--- src/rtl/ps2_key_encoder.sv ---
// PS/2 keyboard deframer and prefix decoder producing the 11-bit toggle-event ps2_key word.
// Optional macro PS2_KEY_TYPEMATIC_FILTER_EN suppresses repeated makes of the held key.
module ps2_key_encoder #(
    parameter int FILTER_LEN  = 8,
    parameter int TIMEOUT_CYC = 80000
) (
    input  logic        clk_sys,
    input  logic        RESET,
    input  logic        ps2_clk,
    input  logic        ps2_data,
    output logic [10:0] ps2_key,
    output logic        parity_err,
    output logic        frame_err
);

    localparam int FLT_W = $clog2(FILTER_LEN + 1);
    localparam int TMO_W = $clog2(TIMEOUT_CYC + 1);

    typedef enum logic [2:0] {
        S_IDLE = 3'd0,
        S_E0   = 3'd1,
        S_F0   = 3'd2,
        S_E0F0 = 3'd3,
        S_E1   = 3'd4
    } state_t;

    // Odd parity across data and parity bit.
    function automatic logic parity_ok(input logic [7:0] d, input logic p);
        return ^{d, p};
    endfunction

    // Controller responses and fill bytes that never form a key event.
    function automatic logic is_discard(input logic [7:0] b);
        logic r;
        case (b)
            8'h00, 8'hAA, 8'hEE, 8'hFA, 8'hFE, 8'hFF: r = 1'b1;
            default:                                 r = 1'b0;
        endcase
        return r;
    endfunction

    // Bit 0 carries ps2_clk, bit 1 carries ps2_data.
    logic [1:0]       sync1_r;
    logic [1:0]       sync2_r;
    logic [1:0]       filt_r;
    logic [FLT_W-1:0] flt_cnt_r [2];
    logic             clk_filt_d_r;
    logic             fall_s;
    logic             data_bit_s;

    logic [3:0]       bit_cnt_r;
    logic [7:0]       shift_r;
    logic             par_r;
    logic [TMO_W-1:0] tmo_cnt_r;
    logic             byte_valid_r;

    state_t           state_r;
    state_t           state_nx_s;
    logic [2:0]       skip_r;
    logic [2:0]       skip_nx_s;
    logic             emit_s;
    logic             pressed_s;
    logic             ext_s;

    // Synchronize both pins and glitch-filter them; a level change needs FILTER_LEN agreeing samples.
    always_ff @(posedge clk_sys) begin
        if (RESET) begin
            sync1_r      <= 2'b11;
            sync2_r      <= 2'b11;
            filt_r       <= 2'b11;
            clk_filt_d_r <= 1'b1;
            for (int i = 0; i < 2; i++) begin
                flt_cnt_r[i] <= {FLT_W{1'b0}};
            end
        end else begin
            sync1_r      <= {ps2_data, ps2_clk};
            sync2_r      <= sync1_r;
            clk_filt_d_r <= filt_r[0];
            for (int i = 0; i < 2; i++) begin
                if (sync2_r[i] == filt_r[i]) begin
                    flt_cnt_r[i] <= {FLT_W{1'b0}};
                end else if (flt_cnt_r[i] == FLT_W'(FILTER_LEN - 1)) begin
                    filt_r[i]    <= sync2_r[i];
                    flt_cnt_r[i] <= {FLT_W{1'b0}};
                end else begin
                    flt_cnt_r[i] <= flt_cnt_r[i] + FLT_W'(1);
                end
            end
        end
    end

    assign fall_s     = clk_filt_d_r & ~filt_r[0];
    assign data_bit_s = filt_r[1];

    // Deframer: bit counter, shift register, parity/stop checks and inter-edge timeout.
    always_ff @(posedge clk_sys) begin
        if (RESET) begin
            bit_cnt_r    <= 4'd0;
            shift_r      <= 8'd0;
            par_r        <= 1'b0;
            tmo_cnt_r    <= {TMO_W{1'b0}};
            byte_valid_r <= 1'b0;
            parity_err   <= 1'b0;
            frame_err    <= 1'b0;
        end else begin
            byte_valid_r <= 1'b0;
            parity_err   <= 1'b0;
            frame_err    <= 1'b0;
            if (fall_s) begin
                tmo_cnt_r <= {TMO_W{1'b0}};
                case (bit_cnt_r)
                    4'd0: begin
                        if (data_bit_s) begin
                            frame_err <= 1'b1;
                        end else begin
                            bit_cnt_r <= 4'd1;
                        end
                    end
                    4'd9: begin
                        par_r     <= data_bit_s;
                        bit_cnt_r <= 4'd10;
                    end
                    4'd10: begin
                        bit_cnt_r <= 4'd0;
                        if (!data_bit_s) begin
                            frame_err <= 1'b1;
                        end else if (!parity_ok(shift_r, par_r)) begin
                            parity_err <= 1'b1;
                        end else begin
                            byte_valid_r <= 1'b1;
                        end
                    end
                    default: begin
                        shift_r   <= {data_bit_s, shift_r[7:1]};
                        bit_cnt_r <= bit_cnt_r + 4'd1;
                    end
                endcase
            end else if (bit_cnt_r == 4'd0) begin
                tmo_cnt_r <= {TMO_W{1'b0}};
            end else if (tmo_cnt_r == TMO_W'(TIMEOUT_CYC - 1)) begin
                // An edge in this same cycle would have taken the branch above instead.
                tmo_cnt_r <= {TMO_W{1'b0}};
                bit_cnt_r <= 4'd0;
                frame_err <= 1'b1;
            end else begin
                tmo_cnt_r <= tmo_cnt_r + TMO_W'(1);
            end
        end
    end

    // Prefix state register.
    always_ff @(posedge clk_sys) begin
        if (RESET) begin
            state_r <= S_IDLE;
            skip_r  <= 3'd0;
        end else begin
            state_r <= state_nx_s;
            skip_r  <= skip_nx_s;
        end
    end

    // Prefix next-state and event decode; shift_r holds the completed byte while byte_valid_r is high.
    always_comb begin
        state_nx_s = state_r;
        skip_nx_s  = skip_r;
        emit_s     = 1'b0;
        pressed_s  = 1'b0;
        ext_s      = 1'b0;
        if (byte_valid_r) begin
            if (state_r == S_E1) begin
                skip_nx_s = skip_r - 3'd1;
                if (skip_r == 3'd1) begin
                    state_nx_s = S_IDLE;
                end else begin
                    state_nx_s = S_E1;
                end
            end else if (is_discard(shift_r)) begin
                state_nx_s = S_IDLE;
            end else begin
                case (state_r)
                    S_IDLE: begin
                        if (shift_r == 8'hE0) begin
                            state_nx_s = S_E0;
                        end else if (shift_r == 8'hF0) begin
                            state_nx_s = S_F0;
                        end else if (shift_r == 8'hE1) begin
                            state_nx_s = S_E1;
                            skip_nx_s  = 3'd7;
                        end else begin
                            emit_s     = 1'b1;
                            pressed_s  = 1'b1;
                            state_nx_s = S_IDLE;
                        end
                    end
                    S_E0: begin
                        if (shift_r == 8'hF0) begin
                            state_nx_s = S_E0F0;
                        end else begin
                            emit_s     = 1'b1;
                            pressed_s  = 1'b1;
                            ext_s      = 1'b1;
                            state_nx_s = S_IDLE;
                        end
                    end
                    S_F0: begin
                        emit_s     = 1'b1;
                        state_nx_s = S_IDLE;
                    end
                    S_E0F0: begin
                        emit_s     = 1'b1;
                        ext_s      = 1'b1;
                        state_nx_s = S_IDLE;
                    end
                    default: begin
                        state_nx_s = S_IDLE;
                    end
                endcase
            end
        end else begin
            state_nx_s = state_r;
        end
    end

`ifdef PS2_KEY_TYPEMATIC_FILTER_EN
    logic [8:0] held_r;
    logic       held_vld_r;

    // Publish events; a make matching the held key is a typematic repeat and is dropped.
    always_ff @(posedge clk_sys) begin
        if (RESET) begin
            ps2_key    <= 11'd0;
            held_r     <= 9'd0;
            held_vld_r <= 1'b0;
        end else if (emit_s) begin
            if (pressed_s && held_vld_r && (held_r == {ext_s, shift_r})) begin
                held_vld_r <= 1'b1;
            end else begin
                ps2_key <= {~ps2_key[10], pressed_s, ext_s, shift_r};
                if (pressed_s) begin
                    held_r     <= {ext_s, shift_r};
                    held_vld_r <= 1'b1;
                end else begin
                    held_vld_r <= 1'b0;
                end
            end
        end else begin
            held_vld_r <= held_vld_r;
        end
    end
`else
    // Publish every decoded make and break.
    always_ff @(posedge clk_sys) begin
        if (RESET) begin
            ps2_key <= 11'd0;
        end else if (emit_s) begin
            ps2_key <= {~ps2_key[10], pressed_s, ext_s, shift_r};
        end else begin
            ps2_key <= ps2_key;
        end
    end
`endif

endmodule

--- config.mk ---
export PLATFORM = sky130hd
export DESIGN_NAME = ps2_key_encoder
export DESIGN_NICKNAME = d
export VERILOG_FILES = /design/src/rtl/ps2_key_encoder.sv
export SDC_FILE = /design/constraint.sdc
export NUM_CORES = 1
export LEC_CHECK = 0
export BUFFER_PORTS_ARGS = -buffer_cell sky130_fd_sc_hd__buf_4
export CAP_MARGIN = 20
export CORE_ASPECT_RATIO = 1.2
export CORE_MARGIN = 2
export CORE_UTILIZATION = 52
export DETAILED_ROUTE_END_ITERATION = 6
export PLACE_DENSITY = 0.7
export SYNTH_ARGS = -nofsm -noshare
export SYNTH_HDL_FRONTEND = slang
export SYNTH_SLANG_ARGS = --single-unit
--- constraint.sdc ---
create_clock -name clk_sys -period 3.5 [get_ports clk_sys]
set_clock_uncertainty 0.2 [all_clocks]
set_input_delay 0.175 -clock clk_sys [delete_from_list [all_inputs] [get_ports clk_sys]]
set_output_delay 0.175 -clock clk_sys [all_outputs]
set_load 0.005 [all_outputs]
# [Yosys cells after proc, flatten, opt, wreduce, memory -nomap -nowiden]
# Memory sizes are Yosys's and may differ from the RTL's.
# Cells that the tools add are included.
[word_totals] ff_bits=57 ramBits=8 in_bits=4 out_inout_bits=13 mem_count=1
[classes] addsub=5 eq_ne=25 mux=76 n_bitwise=15 reduce_logical=18
[memory_table] name="flt_cnt_r" words=2 word_bits=4 rd=2 rd_clocked_by_memory_dff=0 wr=2 line_no="46" text="logic [FLT_W-1:0] flt_cnt_r [2];"
[ops] cell="== test 8 bit (second input constant)" n=8
[ops] cell="two-way mux 1 bit" n=47
[ops] cell="two-way mux 4 bit" n=10
[ops] cell="two-way mux 3 bit" n=12
[ops] cell="adder 17 x 1 -> 17 bit (second input constant)" n=1
[ops] cell="== test 17 bit (second input constant)" n=1
[ops] cell="adder 4 x 1 -> 4 bit (second input constant)" n=3
[ops] cell="case mux 4 bit (3 select lines)" n=1
[ops] cell="inequality test 2 bit (second input constant)" n=5
[ops] cell="parity 9 bit" n=1
[ops] cell="== test 4 x 3 -> 1 bit (second input constant)" n=2
[ops] cell="== test 4 bit (second input constant)" n=2
[ops] cell="logical NOT 8 bit" n=1
[ops] cell="inverter 1 bit" n=8
[ops] cell="AND reduction 2 bit" n=4
[ops] cell="OR reduction 4 bit" n=2
[ops] cell="== test 3 x 1 -> 1 bit (second input constant)" n=2
[ops] cell="== test 3 x 2 -> 1 bit (second input constant)" n=2
[ops] cell="OR 1 bit" n=6
[ops] cell="case mux 1 bit (2 select lines)" n=3
[ops] cell="case mux 3 bit (2 select lines)" n=1
[ops] cell="AND reduction 6 bit" n=1
[ops] cell="nonzero test 2 bit" n=3
[ops] cell="OR reduction 6 bit" n=1
[ops] cell="other kinds (11)" n=12

# [Depth between registers and ports, before layout]
# Gate-level depths: netlist of the first run.
[logic_depth] ltp_word=8 depth_mapped=8

# [Least setup slack after synthesis of the first run]
# No wires, ideal clock.
[synth_path] path_type="register to register" from="reg shift_r[2]" to="reg ps2_key[10]" setup_time_ps=121 arrival_ps=1652 t_required_ps=3179 path_slack_ps=1527 stages_incl_launch_ff=7 n_path_buf=1 period_less_slack_ps=1973 path_cell_list="dfxtp_1 buf_2 o21ba_2 a211oi_2 o211ai_2 nor2_4 mux2_2"
[synth_via] elab_chain_cells=8
[synth_rtl] element="start, declared" line_no="52" text="logic [7:0] shift_r;"
[synth_rtl] element="start signal, assigned" line_no="134" text="shift_r <= {data_bit_s, shift_r[7:1]};"
[synth_rtl] element="== test 8 bit, or another cell as far along" line_no="186" text="end else if (shift_r == 8'hE1) begin"
[synth_rtl] element="two-way mux 1 bit / OR reduction 6 bit (equally long branches)" line_no="186, 35"
[synth_rtl] element="two-way mux 1 bit (on tied branches)" line_no="184, 35"
[synth_rtl] element="two-way mux 1 bit (on tied branches)" line_no="182, 170"
[synth_rtl] element="case mux 1 bit (3 select lines) / two-way mux 1 bit (equally long branches)" line_no="180, 169"
[synth_rtl] element="two-way mux 1 bit (*)" line_no="177" text="end else if (is_discard(shift_r)) begin"
[synth_rtl] element="two-way mux 1 bit (*)" line_no="170" text="if (state_r == S_E1) begin"
[synth_rtl] element="two-way mux 1 bit (*)" line_no="169" text="if (byte_valid_r) begin"
[synth_rtl] element="end signal, assigned" line_no="256" text="ps2_key <= {~ps2_key[10], pressed_s, ext_s, shift_r};"
[synth_rtl] element="end signal, assigned" line_no="258" text="ps2_key <= ps2_key;"
[synth_rtl] element="end, declared" line_no="11" text="output logic [10:0] ps2_key,"
# Every way passes the cells marked *; elsewhere a longest branch is shown, timed or not. The select of a mux whose other input is x is not followed.
# A chain may end at the register's enable or synchronous reset.

# [Worst setup path in the final report of the first run]
[layout_path] from="reg bit_cnt_r[0]" to="reg shift_r[5]"
[layout_via] elab_chain_cells=4
[layout_rtl] element="start, declared" line_no="51" text="logic [3:0] bit_cnt_r;"
[layout_rtl] element="start signal, assigned" line_no="135" text="bit_cnt_r <= bit_cnt_r + 4'd1;"
[layout_rtl] element="== test 4 bit / logical NOT 4 bit (equally long branches)" line_no="111" text="case (bit_cnt_r)"
[layout_rtl] element="OR reduction 3 bit (no source line) (*)"
[layout_rtl] element="inverter 1 bit (no source line) (*)"
[layout_rtl] element="AND reduction 2 bit (no source line) (*)"
# Every way passes the cells marked *; elsewhere a longest branch is shown, timed or not.

==> results of run 1 <==
through the flow:
step                      cell area [sq um]  power (mW)  hold WS (ns)  cells  util, %
final                                  3540        1.46        0.0904    443     61.7
after detailed placement               3310       0.809         0.164    425     57.7
after global placement                 3310       0.809         0.160    425     57.7
after CTS                              3540        1.48        0.0742    443     61.7
after floorplan                        3150       0.802        0.0788    341        -
after global routing                   3540        1.52         0.102    443     61.7
logic make-up after synthesis:
family / Yosys count
simple gates: 150
flops: 65
compound gates: 37
xor+xnor: 29
buf+inv: 24
mux: 19
fa+ha+maj: 9
other cells: 1
per-layer routing:
layer / vias up / track usage [%] / part of all wire, %
met5: - / 0 / 0
met4: 0 / 10.1 / 2.4
met3: 10 / 3.83 / 2.9
met2: 35 / 28.9 / 47
met1: 1052 / 21.7 / 48
li1: 1187 / - / -
final timing paths:
check / slack (ns) / end
max reg2reg: 1.28 / shift_r[5]
min reg2reg: 0.22 / sync2_r[1]
max: 1.28 / shift_r[5]
min: 0.09 / shift_r[1]
power breakdown:
part	leakage (nW)	internal [mW]	switching (mW)
Sequential	0.543	0.761	0.00423
Combinational	0.663	0.0131	0.0162
Clock	0.108	0.394	0.275
timing repair:
action,in CTS,in global routing
hold endpoints to repair,2,0
hold buffers,2,0
setup endpoints to repair,0,0
state kept, by name, summed over array words and instances, names as in the netlist, 2 cells and up:
| register | flops |
|---|---|
| tmo_cnt_r | 17 |
| skip_r | 3 |
| shift_r | 8 |
| flt_cnt_r | 8 |
| state_r | 3 |
| bit_cnt_r | 4 |
| ps2_key | 11 |
| sync1_r | 2 |
| sync2_r | 2 |
| filt_r | 2 |
layout by cell type, fill, tap and decap left out, drive strengths merged, types with 2 or more instances in the layout:
master and n:
and3 5, or4b 2, xnor2 19, nand2 13, nor2 55, nor4 3, nand3b 2, conb 8
o21bai 2, clkinv 4, a211oi 5, dlygate4sd3 2, o41ai 2, clkbuf 9, a21oi 6, a31oi 4
dfxtp 57, xor2 10, ha 9, buf 16, nand4 6, inv 13, mux2i 16, nor3b 3
bufinv 2, or2 6, mux2 3, o21ai 6, nand2b 21, nor3 7, nor2b 8, edfxtp 8
nand3 16, a311oi 3
layout make-up:
cell class	count	share of cell area, %
clock buffer	9	3.50
clock inverter	7	2.37
inverter	12	1.27
multi-input combinational	252	47.1
sequential	65	39.0
tap	80	2.83
timing repair buffer	18	3.96
==> run_results.csv, run 1 <==
group,metric,value,unit
yosys,synth_fa_ha_area_share,3.60,%
detailed_routing,ant_nets,0,
detailed_routing,wl_per_cell,12.1,microns
die,initial_core_util,54.4,%
cts,clockBufferDepth,2,
yosys,post-synth-top-count-cell,"dfxtp_1",
worst_hold_path,hold_path.startpoint,"RESET",
pwr,cellPowerDensity,413,nW/um^2
cts,cts_setup_buffers,0,
critical_path,critPathSlowestCell,"nand2b_1",
cts,numCtsBuffers,9,
timing,worst_slack,1.28,ns
critical_path,critPathBufInv,1,
detailed_routing,via_per_inst,5.16,
timing,fin_crit_sh,63.4,%
timing,setup_viol,0,
yosys,yosysWarnings,0,
yosys,synth_area,3130,sq um
yosys,synth-edff-count,8,
yosys,synthTopCellsByCount,"57 x dfxtp_1, 53 x nor2_1, 21 x nand2b_1",
global_routing,grt_remaining_overflow,0,
yosys,synth_area_per_cell,9.36,sq um
timing,timing.final.crit_period,2.22,ns
critical_path,worst-path-stages,7,
yosys,synthXorXnorAreaFrac,8.13,%
die,die_h,88.9,microns
yosys,syn-instance-count,334,
finish,drive_gt1_share,13.8,%
critical_path,start_kind,"register",
worst_hold_path,hold_depth,2,
yosys,yosys.area.top_type,"dfxtp_1",
finish,multi_input_area,1670,sq um
detailed_routing,drcViolationCount,0,
yosys,synth_top_family_by_area,"simple AND/OR/NAND/NOR gates",
finish,syn_to_final_growth,13.3,%
timing,worstMarginPinSlew,0.510,ns
critical_path,crit_top_cell,"nor2_1",
die,rows,30,
outcome,run_status,"finished clean",
timing,max_freq,451,MHz
timing,rsz0062_at_grt,"no",
global_routing,grt_usage,17.8,%
critical_path,cp_top_family,"simple AND/OR/NAND/NOR gates",
yosys,yosys-top-cells-area,"dfxtp_1 37%, edfxtp_1 7.7%, nor2_1 6.4%",
finish,antennaDiodeCount,0,
yosys,ys_seq_elements,65,
detailed_routing,drtPass1Iterations,4,
timing,setup_tns,0,ns
die,die_area,6650,sq um
yosys,synth_simple_gate_area_share,25.7,%
yosys,synth_async_sr_flop_share,0,%
cts,clk_latency,0.34,ns
yosys,seq_area_frac_synth,44.2,%
detailed_routing,drtIter0Drc,107,
critical_path,startpoint,"bit_cnt_r[0]",
global_routing,grt_antenna_before_repair,0,
run,maxCapViolCount,0,
critical_path,critical_path_class,"reg -> reg",
die,die_x,74.8,microns
critical_path,cp.required,3.51,ns
cts,cts_resized,0,
finish,regArea,1380,sq um
yosys,synth_compound_gate_area_share,8.81,%
timing,hold_viol_final,0,
global_routing,grt_pass1_vias,2097,
yosys,synth_mux_area_share,6.20,%
global_routing,grt_pass1_wl,9050,microns
yosys,yosysTopAreaCellShare,36.5,%
yosys,synth_cell_types,52,
critical_path,path_cells,"inv_1 > ha_1 > nor2_1 > a211oi_1 > nand2b_1 > mux2i_1 > nor2_1",
place,port_buffers,16,
die,placeableCoreArea,5740,sq um
critical_path,r2r-start,"bit_cnt_r[0]",
critical_path,cp_max_fo,9,
cts,path_clk_slew,0.07,ns
cts,htree_levels,3,
cts,cts_sinks,65,
detailed_routing,totalWireLength,5360,microns
die,io_pins,17,
finish,fin_nets,371,
critical_path,end_kind,"register",
cts,root_buffer,"clkbuf_8",
place,dpl.hpwl,3700,microns
timing,drv_slew,0,
worst_hold_path,hp-class,"in -> reg",
global_routing,grt_max_degree,54,
cts,cts_tree,"done",
finish,nFillCells,520,
critical_path,slowest_delay,0.48,ns
detailed_routing,dr_total_vias,2284,
yosys,synth_ff_type,"dfxtp_1",
pwr,leakagePower,1.31,nW
place,dp_slack,1.31,ns
pwr,ir_drop,242,uV
critical_path,worstPathArrival,2.22,ns
critical_path,r2r_cells,7,
timing,relSlewSlack,65.5,%
place,place_congestion,0.860,
No activity file was read; power rests on OpenSTA's default activity.
==> inputs of run 2 (changes only) <==
ABC_AREA = 1   (was unset)
clock period = 2.1 ns   (was 3.5 ns; I/O delays follow)
==> run_results.csv, run 2 <==
group,metric,value,unit
die,die_x,75.0,microns
cts,cts_tree,"done",
global_routing,grt_pass1_wl,9660,microns
finish,final_util,60.6,%
timing,hold_viol_final,0,
finish,final_cell_mix,"89 x nand2_1, 60 x nor2_1, 57 x dfxtp_1",
global_routing,grt_pass1_vias,2371,
critical_path,critical_path_class,"reg -> reg",
critical_path,cp_max_fo,10,
yosys,synth_area,3140,sq um
detailed_routing,drtIter0Drc,123,
critical_path,startpoint,"bit_cnt_r[0]",
finish,largestRegisters,"tmo_cnt_r (17), ps2_key (11)",
yosys,ys_seq_elements,65,
yosys,synthTopCellsByCount,"89 x nand2_1, 60 x nor2_1, 57 x dfxtp_1",
yosys,yosys-top-cells-area,"dfxtp_1 36%, nand2_1 11%, edfxtp_1 7.6%",
cts,numCtsBuffers,9,
cts,cts_setup_buffers,0,
place,dpl.hpwl,4090,microns
finish,syn_to_final_growth,14.5,%
critical_path,cp-endpoint,"shift_r[1]",
timing,timing.final.crit_period,1.93,ns
yosys,syn-instance-count,422,
run,maxCapViolCount,0,
die,die_area,6680,sq um
critical_path,rr_endpoint,"shift_r[1]",
place,place_congestion,0.825,
yosys,yosysWarnings,0,
cts,clk_latency,0.34,ns
die,initial_core_util,53.0,%
yosys,synth-edff-count,8,
detailed_routing,drcViolationCount,0,
place,place_inst,522,
critical_path,path_cells,"inv_1 > ha_1 > nand3_1 > nand2_1 > nor2_2 > nand2_1 > buf_4 > o21ai_0 > a21oi_1",
worst_hold_path,hp-class,"reg -> reg",
global_routing,grt_max_degree,23,
outcome,run_status,"finished clean",
yosys,yosysTopAreaCellShare,36.3,%
pwr,leakagePower,1.50,nW
global_routing,grt_remaining_overflow,0,
yosys,synth_cell_types,39,
finish,nFillCells,563,
timing,setup_viol,0,
cts,cts_sinks,65,
cts,root_buffer,"clkbuf_8",
critical_path,r2r_cells,9,
detailed_routing,drtPass1Iterations,4,
finish,antennaDiodeCount,0,
critical_path,end_kind,"register",
cts,clockBufferDepth,2,
detailed_routing,dr_total_vias,2620,
yosys,seq_area_frac_synth,43.9,%
global_routing,grt_usage,18.8,%
finish,fin_cells,543,
die,io_pins,17,
place,port_buffers,16,
finish,max_flop_register,"tmo_cnt_r",
die,placeableCoreArea,5930,sq um
worst_hold_path,hold_path.startpoint,"sync1_r[0]",
critical_path,critPathSlowestCell,"dfxtp_1",
yosys,synth_ff_type,"dfxtp_1",
yosys,post-synth-top-count-cell,"nand2_1",
critical_path,worstPathArrival,1.96,ns
timing,fin_crit_sh,91.7,%
critical_path,start_kind,"register",
detailed_routing,totalWireLength,5620,microns
timing,max_freq,519,MHz
global_routing,grt_antenna_before_repair,0,
timing,rsz0062_at_grt,"no",
critical_path,cp.required,2.13,ns
pwr,ir_drop,415,uV
timing,setup_tns,0,ns
finish,largest_register_ffs,17,
detailed_routing,via_per_inst,4.83,
yosys,synth_async_sr_flop_share,0,%
finish,final_common_cell,"nand2_1",
pwr,cellPowerDensity,620,nW/um^2
critical_path,r2r-start,"bit_cnt_r[0]",
cts,htree_levels,3,
detailed_routing,wl_per_cell,10.4,microns
critical_path,slowest_delay,0.41,ns
yosys,synth_area_per_cell,7.45,sq um
die,die_h,89.2,microns
finish,drive_gt1_share,13.9,%
critical_path,crit_top_cell,"nand2_1",
cts,path_clk_slew,0.07,ns
detailed_routing,ant_nets,0,
yosys,yosys.area.top_type,"dfxtp_1",
timing,drv_slew,0,
die,rows,31,
finish,fin_nets,469,
critical_path,r2r_slack,0.17,ns
## run 2: worst min path at each step
stage | end | slack (ns) | cells after the start
floorplan | sync1_r[0] | 0.009 | 1
global placement | sync1_r[0] | 0.09 | 2
detailed placement | sync1_r[0] | 0.09 | 2
CTS | sync2_r[0] | 0.22 | 1
global route | sync2_r[0] | 0.23 | 1
finish | sync2_r[0] | 0.21 | 1
## run 2: final cells by class
type | instances | area (sq um) | area share [%]
Clock buffer | 12 | 145 | 4.03
Clock inverter | 4 | 20.0 | 0.557
Inverter | 55 | 206 | 5.74
Timing Repair Buffer | 25 | 200 | 5.57
Multi-Input combinational cell | 300 | 1540 | 42.9
Sequential cell | 65 | 1380 | 38.4
Tap cell | 82 | 103 | 2.85
## run 2: through the flow
step	hold WS [ns]	setup slack (ns)	total power, mW	instance area (sq um)
final	0.213	0.174	2.23	3600
after global routing	0.234	0.00510	2.32	3600
after CTS	0.216	0.160	2.26	3590
after detailed placement	0.0932	0.171	1.35	3370
after global placement	0.0897	0.179	1.35	3370
after floorplan	0.00881	0.387	1.33	3170
## run 2: cells by family after synthesis
logic type / after synthesis / synth area share (%)
and+or+nand+nor: 213 / 30.5
AOI/OAI and AO/OA: 58 / 10.4
xor gates and xnor gates: 12 / 3.34
DFF: 65 / 43.9
other: 1 / 0.119
adders and majority gates: 9 / 3.58
buffers and inverters: 64 / 8.20
## run 2: worst max-delay path: cells and delay by family (launching register included)
family,cells,cell delay (ns)
AO/OA/AOI/OAI,2,0.22
AND/OR/NAND/NOR,4,0.48
buffers and inverters,2,0.30
adder cells (fa/ha/maj),1,0.21
flip-flops,1,0.41
## run 2: repair_timing
action,4_1_cts,5_1_grt
setup endpoints to repair,0,7
endpoints found under the hold margin,11,0
hold buffers,5,0
resized for setup,0,2
## run 2: power breakdown
part           total [mW]  internal [mW]  switching [mW]
registers            1.28           1.27         0.00713
clock network       0.903          0.453           0.451
logic              0.0526         0.0231          0.0295
total                2.23           1.74           0.487
## run 2: layer usage
layer	share of wire (%)	vias up	global-route usage, %
met4	3.2	0	11.5
li1	-	1412	-
met1	47	1154	21.0
met2	47	36	32.1
met3	2.9	18	4.28
met5	0	-	0
==> inputs of run 3 (changes only) <==
CELL_PAD_IN_SITES_DETAIL_PLACEMENT = 0   (was unset)
CELL_PAD_IN_SITES_GLOBAL_PLACEMENT = 1   (was unset)
CORE_UTILIZATION = 45   (was 52)
CTS_BUF_LIST = sky130_fd_sc_hd__clkbuf_16   (was unset)
PLACE_DENSITY = unset   (was 0.7)
PLACE_DENSITY_LB_ADDON = 0.1   (was unset)
==> run_results.csv, run 3 (synthesized netlist as in run 2, its figures left out) <==
group,metric,value,unit
critical_path,end_kind,"register",
finish,regArea,1380,sq um
outcome,run_status,"finished clean",
place,place_inst,527,
timing,timing.final.crit_period,1.88,ns
timing,fin_crit_sh,89.4,%
pwr,switching_share,19.8,%
pwr,leakagePower,1.56,nW
critical_path,critical_path_class,"reg -> reg",
die,placeableCoreArea,6810,sq um
timing,setup_viol,0,
pwr,ir_drop,585,uV
detailed_routing,wl_per_cell,10.9,microns
place,port_buffers,16,
finish,final_area,3720,sq um
finish,fin_nets,469,
detailed_routing,dr_total_vias,2639,
detailed_routing,drtIter0Drc,102,
cts,path_clk_slew,0.05,ns
die,rows,33,
detailed_routing,totalWireLength,5990,microns
finish,nFillCells,696,
critical_path,path_cells,"inv_1 > ha_1 > nand3_1 > nand2_1 > nor2_2 > nand2_1 > buf_4 > o21ai_0 > a21oi_1",
die,die_h,95.6,microns
timing,setup_tns,0,ns
critical_path,crit_top_cell,"nand2_1",
finish,largest_register_ffs,17,
detailed_routing,drcViolationCount,0,
finish,final_common_cell,"nand2_1",
cts,cts_tree,"done",
global_routing,grt_max_degree,23,
pwr,combPwrFrac,1.9,%
timing,drv_slew,0,
die,die_area,7670,sq um
critical_path,start_kind,"register",
timing,hold_viol_final,0,
die,initial_core_util,46.1,%
detailed_routing,met2_length,2900,microns
pwr,clkPwrFrac,51.3,%
finish,final_util,54.5,%
timing,worst_slack,0.222,ns
critical_path,critPathSlowestCell,"dfxtp_1",
global_routing,grt_pass1_wl,10600,microns
critical_path,r2r_cells,9,
detailed_routing,met3_length,163,microns
detailed_routing,highest_layer,"met4",
worst_hold_path,hp-class,"reg -> reg",
pwr,seq_power_share,46.9,%
pwr,cellPowerDensity,734,nW/um^2
cts,root_buffer,"clkbuf_16",
pwr,power,2.73,mW
cts,numCtsBuffers,9,
cts,htree_levels,3,
detailed_routing,via_per_inst,4.82,
place,dp_slack,0.110,ns
critical_path,cp.required,2.11,ns
critical_path,worstPathArrival,1.89,ns
global_routing,grt_antenna_before_repair,0,
run,maxCapViolCount,0,
timing,hold_slack,0.205,ns
finish,fin_cells,548,
global_routing,grt_usage,17.8,%
pwr,internal_power,2.19,mW
worst_hold_path,hold_depth,1,
global_routing,grt_pass1_vias,2460,
place,dpl.hpwl,4320,microns
timing,rsz0062_at_grt,"no",
timing,max_freq,533,MHz
cts,cts_sinks,65,
finish,antennaDiodeCount,0,
global_routing,grt_remaining_overflow,0,
cts,clockBufferDepth,2,
finish,drive_gt1_share,13.4,%
detailed_routing,drtPass1Iterations,4,
critical_path,cp_max_fo,16,
pwr,p_sw,539,uW
place,place_area,3380,sq um
detailed_routing,ant_nets,0,
finish,max_flop_register,"tmo_cnt_r",
finish,multi_input_area,1540,sq um
critical_path,slowest_delay,0.40,ns
cts,clk_latency,0.33,ns
finish,syn_to_final_growth,18.2,%
die,io_pins,17,
die,die_x,80.3,microns
finish,largestRegisters,"tmo_cnt_r (17), ps2_key (11)",
place,place_congestion,0.828,
detailed_routing,wl_met1,2770,microns
cts,cts_setup_buffers,0,
finish,final_cell_mix,"89 x nand2_1, 60 x nor2_1, 56 x dfxtp_1",
==> run 3: changes by cell type in the layout (fill, tap and decap cells not counted) <==
cell / change
clkbuf_8: -10
clkbuf_16: +9
inv_1: +3
clkbuf_1: -2
clkinv_2: -2
bufinv_16: +1
clkinv_1: +1
dfxtp_1: -1
dfxtp_2: +1
o21ai_1: +1
o21ai_2: -1
==> run 3: layout make-up <==
type / instances / area share (%)
clock inverter: 7 / 1.48
tap: 87 / 2.93
multi-input combinational: 300 / 41.4
timing repair buffer: 25 / 5.39
inverter: 55 / 5.56
sequential: 65 / 37.2
clock buffer: 9 / 6.06
==> run 3: path summary, 6_finish.rpt <==
check             slack, ns    endpoint          from
setup / recovery       0.22  shift_r[4]  bit_cnt_r[1]
hold / removal         0.21  sync2_r[0]    sync1_r[0]
setup reg to reg       0.22  shift_r[4]  bit_cnt_r[1]
hold reg to reg        0.21  sync2_r[0]    sync1_r[0]
==> run 3: worst max-delay path, delay by kind of cell (launching register included) <==
family          cells  cell delay [ns]
simple gates        4             0.47
flops               1             0.40
buf+inv             2             0.27
compound gates      2             0.23
fa+ha+maj           1             0.18
==> run 3: power by group through the flow <==
stage                     registers [mW]  logic, mW  clock network [mW]
after detailed placement            1.30     0.0438                   0
after global routing                1.28     0.0598                1.49
after CTS                           1.28     0.0513                1.43
final                               1.28     0.0506                1.40
after global placement              1.30     0.0434                   0
after floorplan                     1.30     0.0301                   0
==> run 3: metal layers <==
layer	global-route usage [%]	vias to the layer above
met4	10.3	0
li1	-	1417
met3	3.31	10
met5	0	-
met2	31.3	33
met1	20.0	1179
==> run 3: what timing repair did <==
action | CTS | global route
gates resized for setup | 0 | 2
hold buffers | 5 | 0
hold endpoints to repair | 11 | 0
setup endpoints to repair | 0 | 11
